$ cat src/rtl/store_narrow_unit.sv
// store_narrow_unit: narrows a 32-bit store to a byte/half/word memory write.
// Ports: req_* request, mem_* memory write, resp_* completion pulse. Macro: STORE_RANGE_CHECK_EN.
module store_narrow_unit #(
  parameter int ADDR_WIDTH = 32,
  parameter int TIMEOUT    = 16
) (
  input  logic                  clk,
  input  logic                  rst,
  input  logic                  req_valid,
  output logic                  req_ready,
  input  logic [ADDR_WIDTH-1:0] req_addr,
  input  logic [31:0]           req_wdata,
  input  logic [1:0]            req_size,
  output logic                  mem_valid,
  input  logic                  mem_ready,
  output logic [ADDR_WIDTH-1:0] mem_addr,
  output logic [31:0]           mem_wdata,
  output logic [3:0]            mem_be,
  output logic                  resp_valid,
  output logic                  resp_err,
  output logic                  resp_ovf
);

  typedef enum logic [1:0] {
    IDLE, ISSUE, RESP, ERR
  } state_t;

  localparam int CW = (TIMEOUT > 1) ? $clog2(TIMEOUT) : 1;
  localparam logic [CW-1:0] CNT_LAST =
    CW'((TIMEOUT > 0) ? TIMEOUT - 1 : 0);

  state_t          state;
  state_t          nstate;
  logic [CW-1:0]   cnt;
  logic            accept;
  logic            aligned;
  logic            timeout_hit;
  logic [3:0]      be_d;
  logic [31:0]     wdata_d;

  assign req_ready = (state == IDLE) && !rst;
  assign accept    = req_valid && req_ready;

  always_comb begin
    aligned = 1'b0;
    be_d    = 4'b0000;
    wdata_d = req_wdata;
    unique case (req_size)
      2'b00: begin
        aligned = 1'b1;
        be_d    = 4'b0001 << req_addr[1:0];
        wdata_d = {4{req_wdata[7:0]}};
      end
      2'b01: begin
        aligned = !req_addr[0];
        be_d    = req_addr[1] ? 4'b1100 : 4'b0011;
        wdata_d = {2{req_wdata[15:0]}};
      end
      2'b10: begin
        aligned = (req_addr[1:0] == 2'b00);
        be_d    = 4'b1111;
      end
      default: aligned = 1'b0;
    endcase
  end

  // Final wait cycle without a handshake; a late mem_ready wins.
  assign timeout_hit = (TIMEOUT != 0) && (cnt == CNT_LAST)
                       && !mem_ready;

  always_ff @(posedge clk) begin
    if (rst) state <= IDLE;
    else     state <= nstate;
  end

  always_comb begin
    nstate = state;
    unique case (state)
      IDLE: begin
        if (accept) nstate = aligned ? ISSUE : ERR;
      end
      ISSUE: begin
        if (mem_ready)        nstate = RESP;
        else if (timeout_hit) nstate = ERR;
      end
      RESP:    nstate = IDLE;
      ERR:     nstate = IDLE;
      default: nstate = IDLE;
    endcase
  end

  always_ff @(posedge clk) begin
    if (rst || state != ISSUE) cnt <= '0;
    else if (!mem_ready)       cnt <= cnt + 1'b1;
  end

  always_ff @(posedge clk) begin
    if (rst) begin
      mem_addr  <= '0;
      mem_wdata <= '0;
      mem_be    <= '0;
    end else if (accept) begin
      mem_addr  <= {req_addr[ADDR_WIDTH-1:2], 2'b00};
      mem_wdata <= wdata_d;
      mem_be    <= be_d;
    end
  end

`ifdef STORE_RANGE_CHECK_EN
  logic ovf_d;
  logic ovf_q;

  // Truncated bits must equal the sign extension of the stored field.
  always_comb begin
    ovf_d = 1'b0;
    unique case (req_size)
      2'b00:   ovf_d = req_wdata[31:8] != {24{req_wdata[7]}};
      2'b01:   ovf_d = req_wdata[31:16] != {16{req_wdata[15]}};
      default: ovf_d = 1'b0;
    endcase
  end

  always_ff @(posedge clk) begin
    if (rst)         ovf_q <= 1'b0;
    else if (accept) ovf_q <= ovf_d;
  end
`endif

  always_comb begin
    mem_valid  = (state == ISSUE);
    resp_valid = (state == RESP) || (state == ERR);
    resp_err   = (state == ERR);
`ifdef STORE_RANGE_CHECK_EN
    resp_ovf   = (state == RESP) && ovf_q;
`else
    resp_ovf   = 1'b0;
`endif
  end

endmodule

$ cat config.mk
export PLATFORM = sky130hd
export DESIGN_NAME = store_narrow_unit
export DESIGN_NICKNAME = d
export VERILOG_FILES = /design/src/rtl/store_narrow_unit.sv
export SDC_FILE = /design/constraint.sdc
export NUM_CORES = 1
export LEC_CHECK = 0
export CAP_MARGIN = 15
export CORE_MARGIN = 3
export CORE_UTILIZATION = 40
export CTS_CLUSTER_DIAMETER = 200
export DETAILED_ROUTE_END_ITERATION = 8
export PLACE_DENSITY = 0.78
export SLEW_MARGIN = 25
export SYNTH_ARGS = -nofsm -noshare
export SYNTH_HDL_FRONTEND = slang
export SYNTH_SLANG_ARGS = --single-unit
$ cat constraint.sdc
create_clock -name clk -period 2 [get_ports clk]
set_clock_uncertainty 0.2 [all_clocks]
set_input_delay 0.4 -clock clk [delete_from_list [all_inputs] [get_ports clk]]
set_output_delay 0.4 -clock clk [all_outputs]
set_load 0.02 [all_outputs]
Word level (Yosys, flattened, before mapping)
Index checks and enable logic that the tools add are counted.

word-level totals
  bits of input ports = 70
  logic and storage cells = 38
  output and inout bits = 73
  register bits after elaboration = 72

operators by class
  shift-type cells = 1
  $add $sub $neg = 1
  equal/unequal tests = 9
  reduce and logical (&&, ||, !) cells = 13
  muxes and demuxes = 9

operators by type and width
  operator                                               count
  case mux 32 bit (2 select lines)                       1
  case mux 4 bit (3 select lines)                        1
  two-way mux 2 bit                                      4
  equality test 2 bit, second input constant             3
  zero test 2 bit                                        3
  case mux 2 bit (3 select lines)                        1
  adder 4 x 1 -> 4 bit, second input constant            1
  equality test 2 x 1 -> 1 bit, second input constant    2
  equality test 4 bit, second input constant             1
  two-way mux 4 bit                                      1
  << shifter 1 x 2 -> 4 bit, first input constant        1
  logical AND 1 bit                                      3
  zero test 1 bit                                        3
  inequality test 3 x 1 -> 1 bit, second input constant  1
  case mux 1 bit (3 select lines)                        1
  logical OR 1 bit                                       2
  inequality test 2 x 1 -> 1 bit, second input constant  1
  inequality test 2 bit, second input constant           1
  AND reduction 2 bit                                    1
  OR reduction 2 bit                                     1

Longest topological paths before layout
  word-level depth = 5
  mapped depth = 6

Worst setup path before layout
OpenSTA, ideal clock, no wires.

  path type = input to register
  start = input rst
  end = register mem_be[0]
  setup slack = 166 ps
  required time = 1666 ps
  library setup time = 134 ps
  arrival = 1501 ps
  stages = 6
  cells stage by stage = buf_2 > or4b_1 > clkbuf_1 > buf_6 > a21oi_2 > a211oi_1

on the way
  longest elaborated chain between the ends = 3

RTL lines
  item                    line  text
  start: declaration      8     input logic rst,
  zero test 1 bit         41    assign req_ready = (state == IDLE) && !rst;
  logical AND 1 bit       41
  logical AND 1 bit       42    assign accept = req_valid && req_ready;
  end signal: assignment  101   mem_be <= '0;
  end signal: assignment  105   mem_be <= be_d;
  end: declaration        18    output logic [3:0] mem_be,

Several ways; a longest one is shown, not always the timed one.
A chain may end at the register's enable or synchronous reset.

Worst setup path in the final report
  start = register state[0]
  end = output mem_valid

on the way
  longest elaborated chain between the ends = 1

RTL lines
  item                          line  text
  start: declaration            32    state_t state;
  start signal: assignment      73    else state <= nstate;
  equality test 2 x 1 -> 1 bit  130   mem_valid = (state == ISSUE);
  end: declaration              14    output logic mem_valid,

Every way passes these cells.

==> flow_metrics.env <==
export IMPL_max_freq_mhz=519
export IMPL_postCtsHoldBufs=0
export IMPL_cellInternalPower_w=0.00293
export IMPL_synth_compound_area_frac=0.181
export IMPL_htreeDepth=3
export IMPL_portBuffers=139
export IMPL_worstSkewPairLatency_ns=0.32
export IMPL_routedWlPerCell_um=15.1
export IMPL_coreArea_sq_mm=0.00687
export IMPL_synthAdderAreaFrac=0.00438
export IMPL_netlist_instances=345
export IMPL_dr_pass1_iters=4
export IMPL_clock_power_share=0.388
export IMPL_grt_pass1_vias=2951
export IMPL_fin_ws_ns=0.0738
export IMPL_fin_nets=562
export IMPL_yosysSeqAreaShare=0.505
export IMPL_final_cell_area_sq_mm=0.00477
export IMPL_syn_cell_area_sq_mm=0.00286
export IMPL_cp_end_kind="output port"
export IMPL_wirelength_um=8970
export IMPL_cp_start_kind="flop"
export IMPL_areaGrowthSynthToFinish_pct=67.1
export IMPL_drv_cap=0
export IMPL_hold_violations=0
export IMPL_grt_use_total=0.219
export IMPL_fillers=589
export IMPL_switching_power_w=0.000968
export IMPL_start_util=0.416
export IMPL_multiInputGateArea_sq_mm=0.00129
export IMPL_n_antenna_cell=0
export IMPL_criticalPathCategory="flop to output port"
export IMPL_cts_path_max_buffers=2
export IMPL_seq_power_share=0.404
export IMPL_synth_top_family_by_area="simple AND/OR/NAND/NOR gates"
export IMPL_worst_slew_pin_slew_ns=0.623
export IMPL_hold_class="input pin to flop"
export IMPL_layout_common_cells="clkdlybuf4s50_1, nand2_1, dfxtp_1"
export IMPL_p_per_area_mw_per_mm2=818
export IMPL_drt_iter0_drc=127
export IMPL_synth_cell_types=32
export IMPL_ys_warn_count=0
export IMPL_r2r_cells=4
export IMPL_leakage_nw=1.81
export IMPL_drive_above_1_share=0.0948
export IMPL_ant_nets=0
export IMPL_ir_drop_v=0.000558
export IMPL_cts_buffers=9
export IMPL_post_route_period_util=0.963
export IMPL_rsz0062_at_grt="false"
export IMPL_grt_overflow=0
export IMPL_timing_final_max_slew_violations=0
export IMPL_grt_pass1_wl_um=14600
export IMPL_final_common_cell="clkdlybuf4s50_1"
export IMPL_cp_arrival_ns=1.33
export IMPL_drc=0
export IMPL_worstPathMaxFanout=6
export IMPL_yosys_area_share_simple=0.200
export IMPL_avgSynthCellArea_sq_um=8.28
export IMPL_crit_slowest_cell="dfxtp_1"
export IMPL_ys_ff_latch=72
export IMPL_seqCellArea_sq_mm=0.00144
export IMPL_finalSetupViolations=0
export IMPL_grt_max_degree=62
export IMPL_clkTransAtPathRegs_ns=0.07
export IMPL_num_vias=2953
export IMPL_fp_row_count=30
export IMPL_placed_area_sq_mm=0.00446
export IMPL_cp_data_required_time_ns=1.40
export IMPL_layout_min_cycle_time_ns=1.93
export IMPL_antenna_found_initial=0
export IMPL_viasPerCell=4.99
export IMPL_cpPeakStageDelay_ns=0.45
export IMPL_synth_xor_area_frac=0.00920
export IMPL_cts_sinks=72
export IMPL_status="complete, no violations"
export IMPL_root_buffer="clkbuf_8"
export IMPL_die_x_um=90.5
export IMPL_cts_tree="built"
export IMPL_gp_congestion=0.830
export IMPL_crit_chain="nor2b_1 > clkdlybuf4s15_1"
export IMPL_die_area_sq_mm=0.00819
export IMPL_place_ws_ns=-0.345
export IMPL_max_slew_margin_rel=0.585
export IMPL_whs_path_depth=3
export IMPL_die_h_um=90.5
export IMPL_pwr_share_comb=0.208
export IMPL_synthMuxAreaShare=0.0465
export IMPL_p_sw_frac=0.248
export IMPL_hpwl_um=6430
export IMPL_ios=143
==> final timing paths <==
check,slack [ns],from,to
worst min register to register,0.25,mem_addr[22]$_SDFFE_PP0P_,mem_addr[22]$_SDFFE_PP0P_
worst max register to register,0.22,state[0]$_SDFFE_PP0P_,mem_wdata[14]$_SDFFE_PP0P_
worst max-delay path,0.07,state[0]$_SDFFE_PP0P_,mem_valid
worst min-delay path,0.24,rst,state[1]$_SDFFE_PP0P_
==> layout make-up <==
cell class / instances / area share
Timing Repair Buffer: 163 / 0.344
Clock inverter: 5 / 0.0268
Multi-Input combinational cell: 243 / 0.270
Clock buffer: 11 / 0.0296
Inverter: 2 / 0.00157
Tap cell: 96 / 0.0252
Sequential cell: 72 / 0.302
==> routing by layer <==
| metal | share of wire | global-route usage | vias to the layer above |
|---|---|---|---|
| met3 | 0.066 | 0.0508 | 8 |
| met4 | 0.012 | 0.0714 | 0 |
| li1 | - | - | 1453 |
| met2 | 0.50 | 0.373 | 116 |
| met5 | 0 | 0 | - |
| met1 | 0.42 | 0.272 | 1376 |
==> power by group through the flow <==
stage / clock [W] / combinational (W) / sequential [W]
finish: 0.00152 / 0.000811 / 0.00158
global route: 0.00161 / 0.000868 / 0.00159
CTS: 0.00155 / 0.000815 / 0.00158
detailed placement: 0 / 0.000797 / 0.00161
global placement: 0 / 0.000783 / 0.00160
floorplan: 0 / 0.000257 / 0.00171
==> synthesized netlist by cell type <==
| library cell | n | area [sq um] |
|---|---|---|
| nor4_1 | 1 | 6.26 |
| conb_1 | 1 | 3.75 |
| clkbuf_1 | 16 | 60.1 |
| or4b_1 | 1 | 10.0 |
| nor3_1 | 1 | 5.00 |
| nand2_1 | 89 | 334 |
| mux2i_1 | 11 | 110 |
| a21oi_2 | 1 | 8.76 |
| buf_6 | 1 | 11.3 |
| a311oi_1 | 2 | 17.5 |
| mux2_2 | 2 | 22.5 |
| a32o_1 | 1 | 10.0 |
| nor4b_2 | 1 | 15.0 |
| xnor2_1 | 1 | 8.76 |
| nand2b_1 | 1 | 6.26 |
| and2_1 | 1 | 6.26 |
| nand3b_1 | 2 | 15.0 |
| inv_1 | 2 | 7.51 |
| ha_1 | 1 | 12.5 |
| or2_2 | 1 | 6.26 |
| o21ai_0 | 6 | 30.0 |
| a21oi_1 | 45 | 225 |
| dfxtp_1 | 72 | 1440 |
| a22oi_1 | 6 | 45.0 |
| buf_4 | 3 | 22.5 |
| nand3_1 | 1 | 5.00 |
| nor2_1 | 34 | 128 |
| nand4b_1 | 1 | 8.76 |
| buf_2 | 10 | 50.1 |
| nor2b_1 | 4 | 25.0 |
| a211oi_1 | 24 | 180 |
| xor2_1 | 2 | 17.5 |
==> kinds of logic after synthesis <==
family,Yosys count
xor gates and xnor gates,3
muxes,13
buffers and inverters,32
adders and majority gates,1
DFF,72
AOI/OAI and AO/OA,85
and+or+nand+nor,138
other,1
==> flip-flops by register name, summed over array words and instances (netlist names) <==
signal	count
cnt	4
mem_addr	30
mem_be	4
mem_wdata	32
state	2
==> critical path: cells and delay by family, from the launching register on <==
| kind | cells | cell delay [ns] |
|---|---|---|
| flip-flops | 1 | 0.45 |
| buffers and inverters | 1 | 0.33 |
| AND/OR/NAND/NOR | 1 | 0.23 |
==> repair_timing <==
item,in CTS,in global routing
gates resized for setup,6,2
setup endpoints to repair,12,2
buffers inserted,0,0
cloned,1,0
==> metrics by stage <==
step | total power (W) | utilization | hold WS (ns) | setup TNS [ns] | cells
5_1_grt | 0.00406 | 0.695 | 0.240 | 0 | 592
3_5_place_dp | 0.00240 | 0.649 | 0.245 | -17.23 | 575
6_report | 0.00390 | 0.695 | 0.235 | 0 | 592
3_3_place_gp | 0.00239 | 0.649 | 0.241 | -16.48 | 575
2_1_floorplan | 0.00197 | - | 0.279 | 0 | 347
4_1_cts | 0.00394 | 0.694 | 0.223 | 0 | 592
No activity file was read; power rests on OpenSTA's default activity.
==> patch: new RTL, same flow settings <==
The parameter `ADDR_WIDTH` goes from 32 to 64.
--- a/src/rtl/store_narrow_unit.sv
+++ b/src/rtl/store_narrow_unit.sv
@@ -2,5 +2,5 @@
 // Ports: req_* request, mem_* memory write, resp_* completion pulse. Macro: STORE_RANGE_CHECK_EN.
 module store_narrow_unit #(
-  parameter int ADDR_WIDTH = 32,
+  parameter int ADDR_WIDTH = 64,
   parameter int TIMEOUT    = 16
 ) (
Ports: changed (resized mem_addr and req_addr); port bits go from 143 to 207. The function was not compared with the original's and may differ.
==> patch against the unedited design <==
Sequential cell count up 32. Die area up 37%. Setup slack worse by 0.036 ns. Synthesized cell count up 40%. Sequential power up 43%. Non-clock buffer count up 63. Area after synthesis up 40%. Total power up 20%. Combinational power up 27%. Maximum frequency down 1.8%. Design area up 35%. Routed wire length up 36%. Critical path type unchanged. Highest routed layer unchanged.
==> patch: results (changes against the unedited design) <==
• finished clean — run status
• 12.2 mm — post-detailed-routing wire length, +36%
• mem_wdata[2] — launching element of the worst setup path
• 203 — count of input and output buffers, +46%
• 226 — layout buffer count excluding clock buffers, +39%
• 800 — placed insts, +39%
• 0.36 ns — clock latency on the worst-skew pair, +0.04 ns
• state[1] — worst reg2reg startpoint
• 0.510 GHz — timing-limited maximum frequency, -1.8%
• 0.213 — global-route usage over all layers, -0.00615
• 1.35 mW — net switching power, +39%
• 1.16 mm — routed wire length on met3, +97%
• 484 — instance count of the mapped netlist, +40%
• 2.26 mW — power drawn by the sequential cells, +43%
• 339 — total number of multi-input combinational cells, +40%
• 0.18 ns — R2R Setup Slk, -0.04 ns
• 5 — number of cells on the worst reg-to-reg path, +1
• 0.323 — sequential share of cell area, +0.0210
• 0.0328 — Clock buf/inv share, -0.0236
• 0.354 — share of final layout cell area taken by non-clock buffers, +0.00984
• 784 — number of filler instances in the final layout, +33%
• 6190 sq um — Post-DP Area, +39%
• 2 — maximum fanout along the worst path, -4
• mem_wdata[2] — worst setup path endpoint
• 0.522 — fraction of the yosys area taken by sequential cells, +0.0173
• sky130_fd_sc_hd__clkdlybuf4s50_1 — slowest stage cell on the critical path
• 0.240 — met1 layer usage reported by global route, -0.0323
• 0.259 ns — worst slack on hold paths, +0.0242 ns
• 0.530 — worst-case headroom to the max-slew limit, -0.0547
• reg -> reg — class of the most critical hold timing path
• 4.92 — Via density, -1.5%
• 0.62 ns — delay of the slowest cell on the worst path, +0.17 ns
• 69 — maximum number of pins on one net before global-route repair, +11%
• 0.483 — relative contribution of sequential cells to total power, +0.079
• mem_addr[47] — worst hold path startpoint
• 178 — violation count after the first detailed-route iteration, +40%
• 0.00314 — Post-Synth Adder-Cell Area, -0.00124
• 1.36 ns — Worst Path Arrival, +0.03 ns
==> patch: changes by cell type in the layout (fill, tap and decap cells not counted), moves of 2 or more <==
cell	unedited run	this run
sky130_fd_sc_hd__dlymetal6s2s_1	1	18
sky130_fd_sc_hd__a21oi_2	0	5
sky130_fd_sc_hd__dfxtp_1	71	103
sky130_fd_sc_hd__bufinv_16	4	1
sky130_fd_sc_hd__a21oi_1	45	73
sky130_fd_sc_hd__nand2_1	89	153
sky130_fd_sc_hd__inv_8	0	3
sky130_fd_sc_hd__buf_4	19	21
sky130_fd_sc_hd__dlygate4sd2_1	2	4
sky130_fd_sc_hd__clkdlybuf4s50_1	134	180
==> patch: timing repair <==
action / CTS / global route
gates resized for setup: 5 / 18
buffers inserted: 0 / 0
pin swaps: 0 / 0
setup endpoints to repair: 4 / 18
==> patch: through the flow <==
stage	TNS [ns]	utilization
after detailed placement	-17.68	0.654
final	0	0.681
after CTS	0	0.676
after global routing	-0.00749	0.681
after floorplan	0	-
after global placement	-16.66	0.654
